`src/rtl/multicycle_ctrl_if.sv`:
```
// Control/status bundle between the multi-cycle sequencer and the datapath.
// master = sequencer side, slave = datapath side.
interface multicycle_ctrl_if #(
    parameter int CNT_W = 32
);
    logic [6:0]       opcode;
    logic [2:0]       funct3;
    logic             funct7_5;
    logic             alu_zero;
    logic             mem_ready;
    logic             pc_write;
    logic             pc_src;
    logic             ir_write;
    logic             alu_src;
    logic [3:0]       alu_sel;
    logic             mem_read;
    logic             mem_write;
    logic             mem_to_reg;
    logic             reg_write;
    logic             branch;
    logic             mem_err;
    logic             illegal_insn;
    logic [CNT_W-1:0] instret;
    logic [2:0]       state_o;

    modport master (
        input  opcode, funct3, funct7_5, alu_zero, mem_ready,
        output pc_write, pc_src, ir_write, alu_src, alu_sel, mem_read, mem_write,
               mem_to_reg, reg_write, branch, mem_err, illegal_insn, instret, state_o
    );

    modport slave (
        output opcode, funct3, funct7_5, alu_zero, mem_ready,
        input  pc_write, pc_src, ir_write, alu_src, alu_sel, mem_read, mem_write,
               mem_to_reg, reg_write, branch, mem_err, illegal_insn, instret, state_o
    );
endinterface

```
`src/rtl/multicycle_ctrl.sv`:
```
// FETCH/DECODE/EXEC/MEM/WB sequencer for the RV32I-subset core with a bounded MEM wait.
// Optional macro ILLEGAL_TRAP_EN: unknown instructions trap into HALT instead of retiring as NOPs.
module multicycle_ctrl #(
    parameter int MEM_TIMEOUT = 15,
    parameter int CNT_W       = 32
) (
    input  logic                clk,
    input  logic                rst_n,
    multicycle_ctrl_if.master   bus
);
    typedef enum logic [2:0] {
        S_FETCH  = 3'd0,
        S_DECODE = 3'd1,
        S_EXEC   = 3'd2,
        S_MEM    = 3'd3,
        S_WB     = 3'd4,
        S_HALT   = 3'd5
    } state_t;

    typedef enum logic [2:0] {
        C_R   = 3'd0,
        C_I   = 3'd1,
        C_LW  = 3'd2,
        C_SW  = 3'd3,
        C_BR  = 3'd4,
        C_UNK = 3'd5
    } cls_t;

    localparam logic [3:0] ALU_AND = 4'b0000;
    localparam logic [3:0] ALU_OR  = 4'b0001;
    localparam logic [3:0] ALU_ADD = 4'b0010;
    localparam logic [3:0] ALU_SUB = 4'b0110;
    localparam logic [7:0] TMO_LAST = 8'(MEM_TIMEOUT - 1);

    function automatic cls_t decode_cls(input logic [6:0] op, input logic [2:0] f3);
        cls_t c;
        case (op)
            7'b0110011: c = (f3 == 3'b000 || f3 == 3'b111 || f3 == 3'b110) ? C_R : C_UNK;
            7'b0010011: c = (f3 == 3'b000 || f3 == 3'b111 || f3 == 3'b110) ? C_I : C_UNK;
            7'b0000011: c = (f3 == 3'b010) ? C_LW : C_UNK;
            7'b0100011: c = (f3 == 3'b010) ? C_SW : C_UNK;
            7'b1100011: c = (f3 == 3'b000 || f3 == 3'b001) ? C_BR : C_UNK;
            default:    c = C_UNK;
        endcase
        return c;
    endfunction

    function automatic logic [3:0] alu_func(input cls_t c, input logic [2:0] f3, input logic f7);
        logic [3:0] sel;
        case (f3)
            3'b111:  sel = ALU_AND;
            3'b110:  sel = ALU_OR;
            default: sel = (c == C_R && f7) ? ALU_SUB : ALU_ADD;
        endcase
        return sel;
    endfunction

    state_t     state_r, state_nxt;
    cls_t       cls_s;
    logic [7:0] tcnt_r, tcnt_nxt;
    logic [CNT_W-1:0] instret_r;
    logic       mem_err_r;
    logic       retire_s;
    logic       abort_s;
`ifdef ILLEGAL_TRAP_EN
    logic       illegal_r;
    logic       illegal_set_s;
`endif

    assign cls_s = decode_cls(bus.opcode, bus.funct3);

    // State register
    always_ff @(posedge clk) begin
        if (!rst_n) begin
            state_r <= S_FETCH;
        end else begin
            state_r <= state_nxt;
        end
    end

    // MEM timeout counter, retire counter and sticky flags
    always_ff @(posedge clk) begin
        if (!rst_n) begin
            tcnt_r    <= 8'd0;
            instret_r <= {CNT_W{1'b0}};
            mem_err_r <= 1'b0;
`ifdef ILLEGAL_TRAP_EN
            illegal_r <= 1'b0;
`endif
        end else begin
            tcnt_r    <= tcnt_nxt;
            mem_err_r <= mem_err_r | abort_s;
            if (retire_s) begin
                instret_r <= instret_r + {{(CNT_W-1){1'b0}}, 1'b1};
            end
`ifdef ILLEGAL_TRAP_EN
            illegal_r <= illegal_r | illegal_set_s;
`endif
        end
    end

    // Next-state, retire and abort decision
    always_comb begin
        state_nxt = state_r;
        tcnt_nxt  = tcnt_r;
        retire_s  = 1'b0;
        abort_s   = 1'b0;
`ifdef ILLEGAL_TRAP_EN
        illegal_set_s = 1'b0;
`endif
        case (state_r)
            S_FETCH: state_nxt = S_DECODE;
            S_DECODE: begin
                if (cls_s != C_UNK) begin
                    state_nxt = S_EXEC;
                end else begin
`ifdef ILLEGAL_TRAP_EN
                    state_nxt     = S_HALT;
                    illegal_set_s = 1'b1;
`else
                    state_nxt = S_FETCH;
                    retire_s  = 1'b1;
`endif
                end
            end
            S_EXEC: begin
                case (cls_s)
                    C_R, C_I:   state_nxt = S_WB;
                    C_LW, C_SW: state_nxt = S_MEM;
                    C_BR: begin
                        state_nxt = S_FETCH;
                        retire_s  = 1'b1;
                    end
                    default:    state_nxt = S_FETCH;
                endcase
            end
            S_MEM: begin
                // A ready on the last allowed cycle still completes normally
                if (bus.mem_ready) begin
                    tcnt_nxt = 8'd0;
                    if (cls_s == C_LW) begin
                        state_nxt = S_WB;
                    end else begin
                        state_nxt = S_FETCH;
                        retire_s  = (cls_s == C_SW);
                    end
                end else if (tcnt_r == TMO_LAST) begin
                    tcnt_nxt  = 8'd0;
                    abort_s   = 1'b1;
                    state_nxt = S_FETCH;
                end else begin
                    tcnt_nxt = tcnt_r + 8'd1;
                end
            end
            S_WB: begin
                state_nxt = S_FETCH;
                retire_s  = 1'b1;
            end
`ifdef ILLEGAL_TRAP_EN
            S_HALT:  state_nxt = S_HALT;
`endif
            default: state_nxt = S_FETCH;
        endcase
    end

    // Control-line decode of current state and IR fields; everything quiet in reset
    always_comb begin
        bus.pc_write   = 1'b0;
        bus.pc_src     = 1'b0;
        bus.ir_write   = 1'b0;
        bus.alu_src    = 1'b0;
        bus.alu_sel    = ALU_ADD;
        bus.mem_read   = 1'b0;
        bus.mem_write  = 1'b0;
        bus.mem_to_reg = 1'b0;
        bus.reg_write  = 1'b0;
        bus.branch     = 1'b0;
        if (rst_n) begin
            case (state_r)
                S_FETCH: begin
                    bus.ir_write = 1'b1;
                    bus.pc_write = 1'b1;
                end
                S_EXEC: begin
                    case (cls_s)
                        C_R: bus.alu_sel = alu_func(cls_s, bus.funct3, bus.funct7_5);
                        C_I: begin
                            bus.alu_sel = alu_func(cls_s, bus.funct3, bus.funct7_5);
                            bus.alu_src = 1'b1;
                        end
                        C_LW, C_SW: bus.alu_src = 1'b1;
                        C_BR: begin
                            bus.alu_sel  = ALU_SUB;
                            bus.branch   = 1'b1;
                            bus.pc_src   = 1'b1;
                            bus.pc_write = bus.funct3[0] ? ~bus.alu_zero : bus.alu_zero;
                        end
                        default: bus.alu_sel = ALU_ADD;
                    endcase
                end
                S_MEM: begin
                    bus.mem_read  = (cls_s == C_LW);
                    bus.mem_write = (cls_s == C_SW);
                end
                S_WB: begin
                    bus.reg_write  = 1'b1;
                    bus.mem_to_reg = (cls_s == C_LW);
                end
                default: bus.alu_sel = ALU_ADD;
            endcase
        end else begin
            bus.alu_sel = ALU_ADD;
        end
    end

    assign bus.state_o = state_r;
    assign bus.instret = instret_r;
    assign bus.mem_err = mem_err_r;
`ifdef ILLEGAL_TRAP_EN
    assign bus.illegal_insn = illegal_r;
`else
    assign bus.illegal_insn = 1'b0;
`endif

endmodule

```
`src/flat_wrapper.sv`:
```
// flat-port wrapper written by rule: the top's interface ports become plain ports
module multicycle_ctrl_flat 
#(
    parameter int MEM_TIMEOUT = 15,
    parameter int CNT_W       = 32
)
  (clk, rst_n, bus_opcode, bus_funct3, bus_funct7_5, bus_alu_zero, bus_mem_ready, bus_pc_write, bus_pc_src, bus_ir_write, bus_alu_src, bus_alu_sel, bus_mem_read, bus_mem_write, bus_mem_to_reg, bus_reg_write, bus_branch, bus_mem_err, bus_illegal_insn, bus_instret, bus_state_o);
  multicycle_ctrl_if #(.CNT_W(CNT_W)) bus_i ();
  input  logic clk;
  input  logic rst_n;
  input wire logic [$bits(bus_i.opcode)-1:0] bus_opcode;
  input wire logic [$bits(bus_i.funct3)-1:0] bus_funct3;
  input wire logic [$bits(bus_i.funct7_5)-1:0] bus_funct7_5;
  input wire logic [$bits(bus_i.alu_zero)-1:0] bus_alu_zero;
  input wire logic [$bits(bus_i.mem_ready)-1:0] bus_mem_ready;
  output wire logic [$bits(bus_i.pc_write)-1:0] bus_pc_write;
  output wire logic [$bits(bus_i.pc_src)-1:0] bus_pc_src;
  output wire logic [$bits(bus_i.ir_write)-1:0] bus_ir_write;
  output wire logic [$bits(bus_i.alu_src)-1:0] bus_alu_src;
  output wire logic [$bits(bus_i.alu_sel)-1:0] bus_alu_sel;
  output wire logic [$bits(bus_i.mem_read)-1:0] bus_mem_read;
  output wire logic [$bits(bus_i.mem_write)-1:0] bus_mem_write;
  output wire logic [$bits(bus_i.mem_to_reg)-1:0] bus_mem_to_reg;
  output wire logic [$bits(bus_i.reg_write)-1:0] bus_reg_write;
  output wire logic [$bits(bus_i.branch)-1:0] bus_branch;
  output wire logic [$bits(bus_i.mem_err)-1:0] bus_mem_err;
  output wire logic [$bits(bus_i.illegal_insn)-1:0] bus_illegal_insn;
  output wire logic [$bits(bus_i.instret)-1:0] bus_instret;
  output wire logic [$bits(bus_i.state_o)-1:0] bus_state_o;
  assign bus_i.opcode = bus_opcode;
  assign bus_i.funct3 = bus_funct3;
  assign bus_i.funct7_5 = bus_funct7_5;
  assign bus_i.alu_zero = bus_alu_zero;
  assign bus_i.mem_ready = bus_mem_ready;
  assign bus_pc_write = bus_i.pc_write;
  assign bus_pc_src = bus_i.pc_src;
  assign bus_ir_write = bus_i.ir_write;
  assign bus_alu_src = bus_i.alu_src;
  assign bus_alu_sel = bus_i.alu_sel;
  assign bus_mem_read = bus_i.mem_read;
  assign bus_mem_write = bus_i.mem_write;
  assign bus_mem_to_reg = bus_i.mem_to_reg;
  assign bus_reg_write = bus_i.reg_write;
  assign bus_branch = bus_i.branch;
  assign bus_mem_err = bus_i.mem_err;
  assign bus_illegal_insn = bus_i.illegal_insn;
  assign bus_instret = bus_i.instret;
  assign bus_state_o = bus_i.state_o;
  multicycle_ctrl #(.MEM_TIMEOUT(MEM_TIMEOUT), .CNT_W(CNT_W)) u_core (.clk(clk), .rst_n(rst_n), .bus(bus_i));
endmodule
```
`config.mk`:
```
export PLATFORM = sky130hd
export DESIGN_NAME = multicycle_ctrl_flat
export DESIGN_NICKNAME = d
export VERILOG_FILES = /design/src/rtl/multicycle_ctrl_if.sv /design/src/rtl/multicycle_ctrl.sv /design/src/flat_wrapper.sv
export SDC_FILE = /design/constraint.sdc
export NUM_CORES = 1
export LEC_CHECK = 0
export BUFFER_PORTS_ARGS = -buffer_cell sky130_fd_sc_hd__buf_2
export CAP_MARGIN = 10
export CORE_AREA = 2 2 93 112
export CTS_CLUSTER_DIAMETER = 80
export CTS_CLUSTER_SIZE = 40
export DETAILED_ROUTE_END_ITERATION = 8
export DIE_AREA = 0 0 95 114
export PLACE_DENSITY = 0.62
export REMOVE_ABC_BUFFERS = 1
export SLEW_MARGIN = 20
export SYNTH_ARGS = -nofsm -noshare
export SYNTH_HDL_FRONTEND = slang
export SYNTH_SLANG_ARGS = --single-unit
```
`constraint.sdc`:
```
create_clock -name clk -period 2.15 [get_ports clk]
set_input_delay 0 -clock clk [delete_from_list [all_inputs] [get_ports clk]]
set_output_delay 0 -clock clk [all_outputs]
set_load 0.02 [all_outputs]
```
==> metrics.cfg, run 1 <==
[run_status]
outcome = finished clean

[global_route]
grt_pass1_vias = 2743
grt_max_degree = 56
gr-total-overflow = 0
grt_usage_pct = 14.4
grt_pass1_wl_um = 12500
antenna_found_initial = 0

[drt]
vias = 2889
viasPerCell = 5.04
drt_wl_total_um = 7780
drcViolationCount = 0
drt_pre_antenna_iters = 4
routedWlPerCell_um = 13.6
ant_nets = 0
drt_iter0_markers = 101

[placement]
dp_cells = 562
place_ws_ps = -195
portBuffers = 62
postPlaceCellArea_mm2 = 0.00369
gp_congestion = 0.802
hpwl_um = 5920

[cells_and_area]
finalInstanceArea_mm2 = 0.00395
final_common_cell = buf_2
utilization_pct = 40.0
layout_common_cells = buf_2, buf_4, nand2_1
drive_gt1_share_pct = 37.8
area_growth_syn_to_layout_pct = 38.1
seqCellArea_um2 = 885
nNetsFinal = 464
fillers = 1008
multiInputGateArea_mm2 = 0.00193
n_antenna_cell = 0
layoutNonFillerInstCount = 573

[floorplan]
die_w_um = 95
die_area_mm2 = 0.0108
top_level_ports = 65
die_h_um = 114
floorplan.initialDensity_pct = 29.0
core-area_mm2 = 0.00986
rows = 40

[critical_path]
ff2ff_setup_slack_ps = 110
crit_fanout = 9
crit_type = reg2reg
r2r_end = u_core.bus.instret[29]
cp-end-kind = flop
arrival_ps = 2260
start_kind = flop
required_ps = 2360
r2r-start = u_core.bus.state_o[2]
rr_worst_depth = 7

[timing]
fin_crit_sh_pct = 94.9
finClkSkew_ps = 7.66
hold_violations = 0
rsz0062_at_grt = no
setup_viol = 0
whs_ps = 50.5
period_needed_ps = 2040
max_slew_margin_pct = 64.6
finalMaxSlewViolations = 0
worst_slew_pin_slew_ps = 531
fin_setup_tns_ps = 0
fmax_mhz = 490
setup_slack_ps = 109

[cts]
cts_buffers = 5
cts_hold_buf = 0
clk-insertion-delay-late_ps = 290
clock-sinks = 44
cts_tree = done
clkTransAtPathRegs_ps = 60
htreeDepth = 2
clockBufferDepth = 2
clock_tree.root_cell = clkbuf_16

[hold_path]
worst_hold_path_type = in2reg
min_to = u_core.bus.instret[24]
hold_depth = 3
hp-start = rst_n

[logic_synthesis]
ys_seq_area_share_pct = 30.8
netlist_area_mm2 = 0.00286
avgSynthCellArea_um2 = 8.55
syn_inst = 334
synth_top_area_share_pct = 30.8
ys_ff_latch = 44
synth_edf_count = 0
synth.area.top_cells = dfxtp_1, mux2i_1, nand2b_1, nand2_1, a2111oi_2
synthArstFlopShare_pct = 0
yosysWarnings = 0
synth_top_area_cell = dfxtp_1
synth_cell_type_count = 58
ys.flop_type = dfxtp_1

[pwr]
leakage_nw = 1.61
powerDensity_mw_per_mm2 = 469
total_power_mw = 1.85
vdd_drop_max_mv = 0.370

[run]
cap_violations = 0

## cells by family after synthesis
| kind of cell | share of synthesized area (%) |
|---|---|
| xor+xnor | 0.613 |
| buf+inv | 3.94 |
| other cells | 0.131 |
| compound gates | 21.1 |
| simple gates | 32.2 |
| fa+ha+maj | 1.31 |
| flops | 30.8 |
| mux | 9.81 |
## what timing repair did
item                                    in CTS  in global routing
endpoints found under the setup margin       4                 24
gates resized for setup                      3                 13
pin swaps                                    2                  6
hold endpoints to repair                     0                  0
buffers inserted                             0                  3
## cells in the mapped netlist, drive strengths merged, types with 3 or more instances
cell type,count
dfxtp,44
nand2,44
nand2b,31
mux2i,28
a21oi,25
nor2,18
nand3,15
clkbuf,13
o21ai,9
a2111oi,7
and3,7
buf,7
nor3b,7
nand4,6
or3,5
a211oi,4
a21boi,4
a21o,4
and4,4
nor3,4
o2111a,4
ha,3
nand3b,3
nor2b,3
o21a,3
or4b,3
## layer usage
layer	track usage, %	part of all wire (%)	wire length, um	vias up
li1	-	-	-	1441
met1	16.8	42	3290	1361
met2	26.2	51	3980	80
met3	2.44	5.0	386	7
met4	5.22	1.7	129	0
met5	0	0	0	-
## sequential cells by signal, summed over array words and instances, names as in the netlist
name	cells
u_core.bus.instret	32
u_core.tcnt_r	8
u_core.bus.state_o	3
u_core.bus.mem_err	1
## final cells by class
| cell class | instances | share of cell area, % |
|---|---|---|
| Sequential cell | 44 | 22.4 |
| Clock inverter | 2 | 0.888 |
| Inverter | 2 | 0.190 |
| Timing Repair Buffer | 124 | 20.3 |
| Tap cell | 126 | 4.00 |
| Multi-Input combinational cell | 269 | 48.9 |
| Clock buffer | 6 | 3.27 |
## worst max-delay path, cell delays in order (launching register included)
cell	delay [ps]
dfxtp_1	320
buf_4	170
xor2_1	190
or4_1	520
a21o_2	270
buf_12	160
a21oi_2	130
mux2i_1	210
## worst max-delay path by stage
stage | cells after the start | from | end
3_5_place_dp | 7 | bus_opcode[5] | u_core.bus.instret[9]
4_1_cts | 7 | u_core.bus.state_o[0] | u_core.bus.instret[31]
6_report | 7 | u_core.bus.state_o[2] | u_core.bus.instret[29]
5_1_grt | 7 | u_core.bus.state_o[1] | u_core.bus.instret[29]
3_3_place_gp | 7 | bus_opcode[5] | u_core.bus.instret[6]
2_1_floorplan | 6 | u_core.bus.state_o[0] | u_core.bus.instret[17]
## where the power goes
group / total (mW) / internal, mW / switching (mW)
logic: 0.158 / 0.0631 / 0.0954
registers: 0.821 / 0.818 / 0.00249
clock network: 0.872 / 0.547 / 0.325
No activity file was read; power rests on OpenSTA's default activity.
==> inputs of run 2 (changes only) <==
--- a/config.mk
+++ b/config.mk
@@ -7,12 +7,15 @@
 export LEC_CHECK = 0
 export BUFFER_PORTS_ARGS = -buffer_cell sky130_fd_sc_hd__buf_2
 export CAP_MARGIN = 10
+export CELL_PAD_IN_SITES_DETAIL_PLACEMENT = 1
+export CELL_PAD_IN_SITES_GLOBAL_PLACEMENT = 1
 export CORE_AREA = 2 2 93 112
+export CTS_BUF_LIST = sky130_fd_sc_hd__clkbuf_8
 export CTS_CLUSTER_DIAMETER = 80
 export CTS_CLUSTER_SIZE = 40
 export DETAILED_ROUTE_END_ITERATION = 8
 export DIE_AREA = 0 0 95 114
-export PLACE_DENSITY = 0.62
+export PLACE_DENSITY = 0.76
 export REMOVE_ABC_BUFFERS = 1
 export SLEW_MARGIN = 20
 export SYNTH_ARGS = -nofsm -noshare
==> run 2 against run 1 <==
  * Global-route usage grew 1.0 points
  * Power down 11%
  * Worst setup slack lost 73 ps
  * Worst hold slack better by 17 ps
  * Via count fell by 0.38%
  * Core utilization down 1.3 points
  * Count of clock-buffer cells in the layout did not move
  * Die area stayed put
  * Final cell count decreased by 2.1%
  * Largest cell class unchanged
==> metrics.cfg, run 2 (same netlist as run 1, synthesis figures left out) <==
[pwr]
vdd_drop_max_mv = 0.255
powerDensity_mw_per_mm2 = 434
total_power_mw = 1.66
leakage_nw = 1.53

[drt]
vias = 2878
ant_nets = 0
drcViolationCount = 0
drt_wl_total_um = 8530
viasPerCell = 5.13
drt_iter0_markers = 103
routedWlPerCell_um = 15.2
drt_pre_antenna_iters = 4

[critical_path]
ff2ff_setup_slack_ps = 40
start_kind = flop
crit_fanout = 9
r2r-start = u_core.bus.state_o[1]
rr_worst_depth = 7
startpoint = u_core.bus.state_o[1]
required_ps = 2390
r2r_end = u_core.bus.instret[26]
crit_type = reg2reg
critPathCapture = u_core.bus.instret[26]
arrival_ps = 2350
cp-end-kind = flop

[placement]
portBuffers = 62
dp_cells = 551
hpwl_um = 6460
place_ws_ps = -169
gp_congestion = 0.813

[floorplan]
core-area_mm2 = 0.00986
die_w_um = 95
top_level_ports = 65
floorplan.initialDensity_pct = 29.0
die_area_mm2 = 0.0108
rows = 40
die_h_um = 114

[timing]
fmax_mhz = 473
setup_viol = 0
setup_slack_ps = 35.7
finClkSkew_ps = 12.6
max_slew_margin_pct = 61.2
hold_violations = 0
rsz0062_at_grt = yes
worst_slew_pin_slew_ps = 581
period_needed_ps = 2110
fin_crit_sh_pct = 98.3
finalMaxSlewViolations = 0

[cells_and_area]
n_antenna_cell = 0
drive_gt1_share_pct = 37.5
nNetsFinal = 452
final_common_cell = buf_2
fillers = 1178
layoutNonFillerInstCount = 561
largest_reg_flops = 32
area_growth_syn_to_layout_pct = 33.6
layout_common_cells = buf_2, buf_4, nand2_1

[cts]
cts_hold_buf = 0
cts_buffers = 5
clock_tree.root_cell = clkbuf_8
cts_tree = done
htreeDepth = 2
clock-sinks = 44
clockBufferDepth = 2
clkTransAtPathRegs_ps = 90
clk-insertion-delay-late_ps = 310

[global_route]
gr-total-overflow = 0
grt_pass1_vias = 2846
antenna_found_initial = 0
grt_max_degree = 58
grt_pass1_wl_um = 13400
grt_usage_pct = 15.5

[hold_path]
hold_depth = 4
worst_hold_path_type = in2reg

[run_status]
outcome = finished clean

[run]
cap_violations = 0

## run 2: changes by cell type in the layout (fill, tap and decap cells not counted), sizes merged
cell  delta
buf     -12
## run 2: cell type report
cell class,instances,area (um^2),share of cell area (%)
timing repair buffer,112,686,18.0
inverter,2,7.51,0.197
clock inverter,2,38.8,1.02
tap,126,158,4.13
clock buffer,6,82.6,2.16
multi-input combinational,269,1960,51.3
sequential,44,885,23.2
## run 2: worst min-delay path by stage
stage / from / endpoint / slack, ps
6_report: bus_mem_ready / u_core.bus.mem_err / 70
5_1_grt: bus_mem_ready / u_core.bus.mem_err / 60
4_1_cts: bus_mem_ready / u_core.bus.mem_err / 60
3_5_place_dp: bus_funct7_5 / bus_alu_sel[2] / 360
3_3_place_gp: bus_funct7_5 / bus_alu_sel[2] / 340
2_1_floorplan: rst_n / u_core.bus.instret[1] / 120
## run 2: power by group
part / switching, mW / total (mW) / internal (mW)
registers: 0.00340 / 0.821 / 0.817
logic: 0.0957 / 0.152 / 0.0562
clock network: 0.303 / 0.683 / 0.380
total: 0.402 / 1.66 / 1.25
## run 2: critical path, cell delays in order, from the launching register on
cell and delay, ps:
dfxtp_1 310, buf_4 140, buf_4 170, nor3b_1 250, nand3_2 170, a2111o_1 580
a21oi_2 220, mux2i_1 210
## run 2: timing repair
action	in CTS	in global routing
pin swaps	0	4
resized for setup	4	20
buffers inserted	0	2
setup endpoints to repair	6	27
## run 2: metrics by stage
| step | hold slack [ps] | cell area, um^2 | util [%] | setup TNS [ps] |
|---|---|---|---|---|
| final | 67.5 | 3820 | 38.7 | 0 |
| after global routing | 63.1 | 3820 | 38.7 | -91.4 |
| after CTS | 60.9 | 3720 | 37.7 | 0 |
| after detailed placement | 355 | 3580 | 36.3 | -1890 |
| after global placement | 340 | 3580 | 36.3 | -786 |
| after floorplan | 117 | 2760 | - | -4580 |
## run 2: layer usage
layer / wire length [um] / up-vias / track usage (%)
met5: 0 / - / 0
met4: 108 / 0 / 4.54
met3: 260 / 7 / 2.11
met2: 4440 / 57 / 28.5
met1: 3720 / 1405 / 18.5
li1: - / 1409 / -
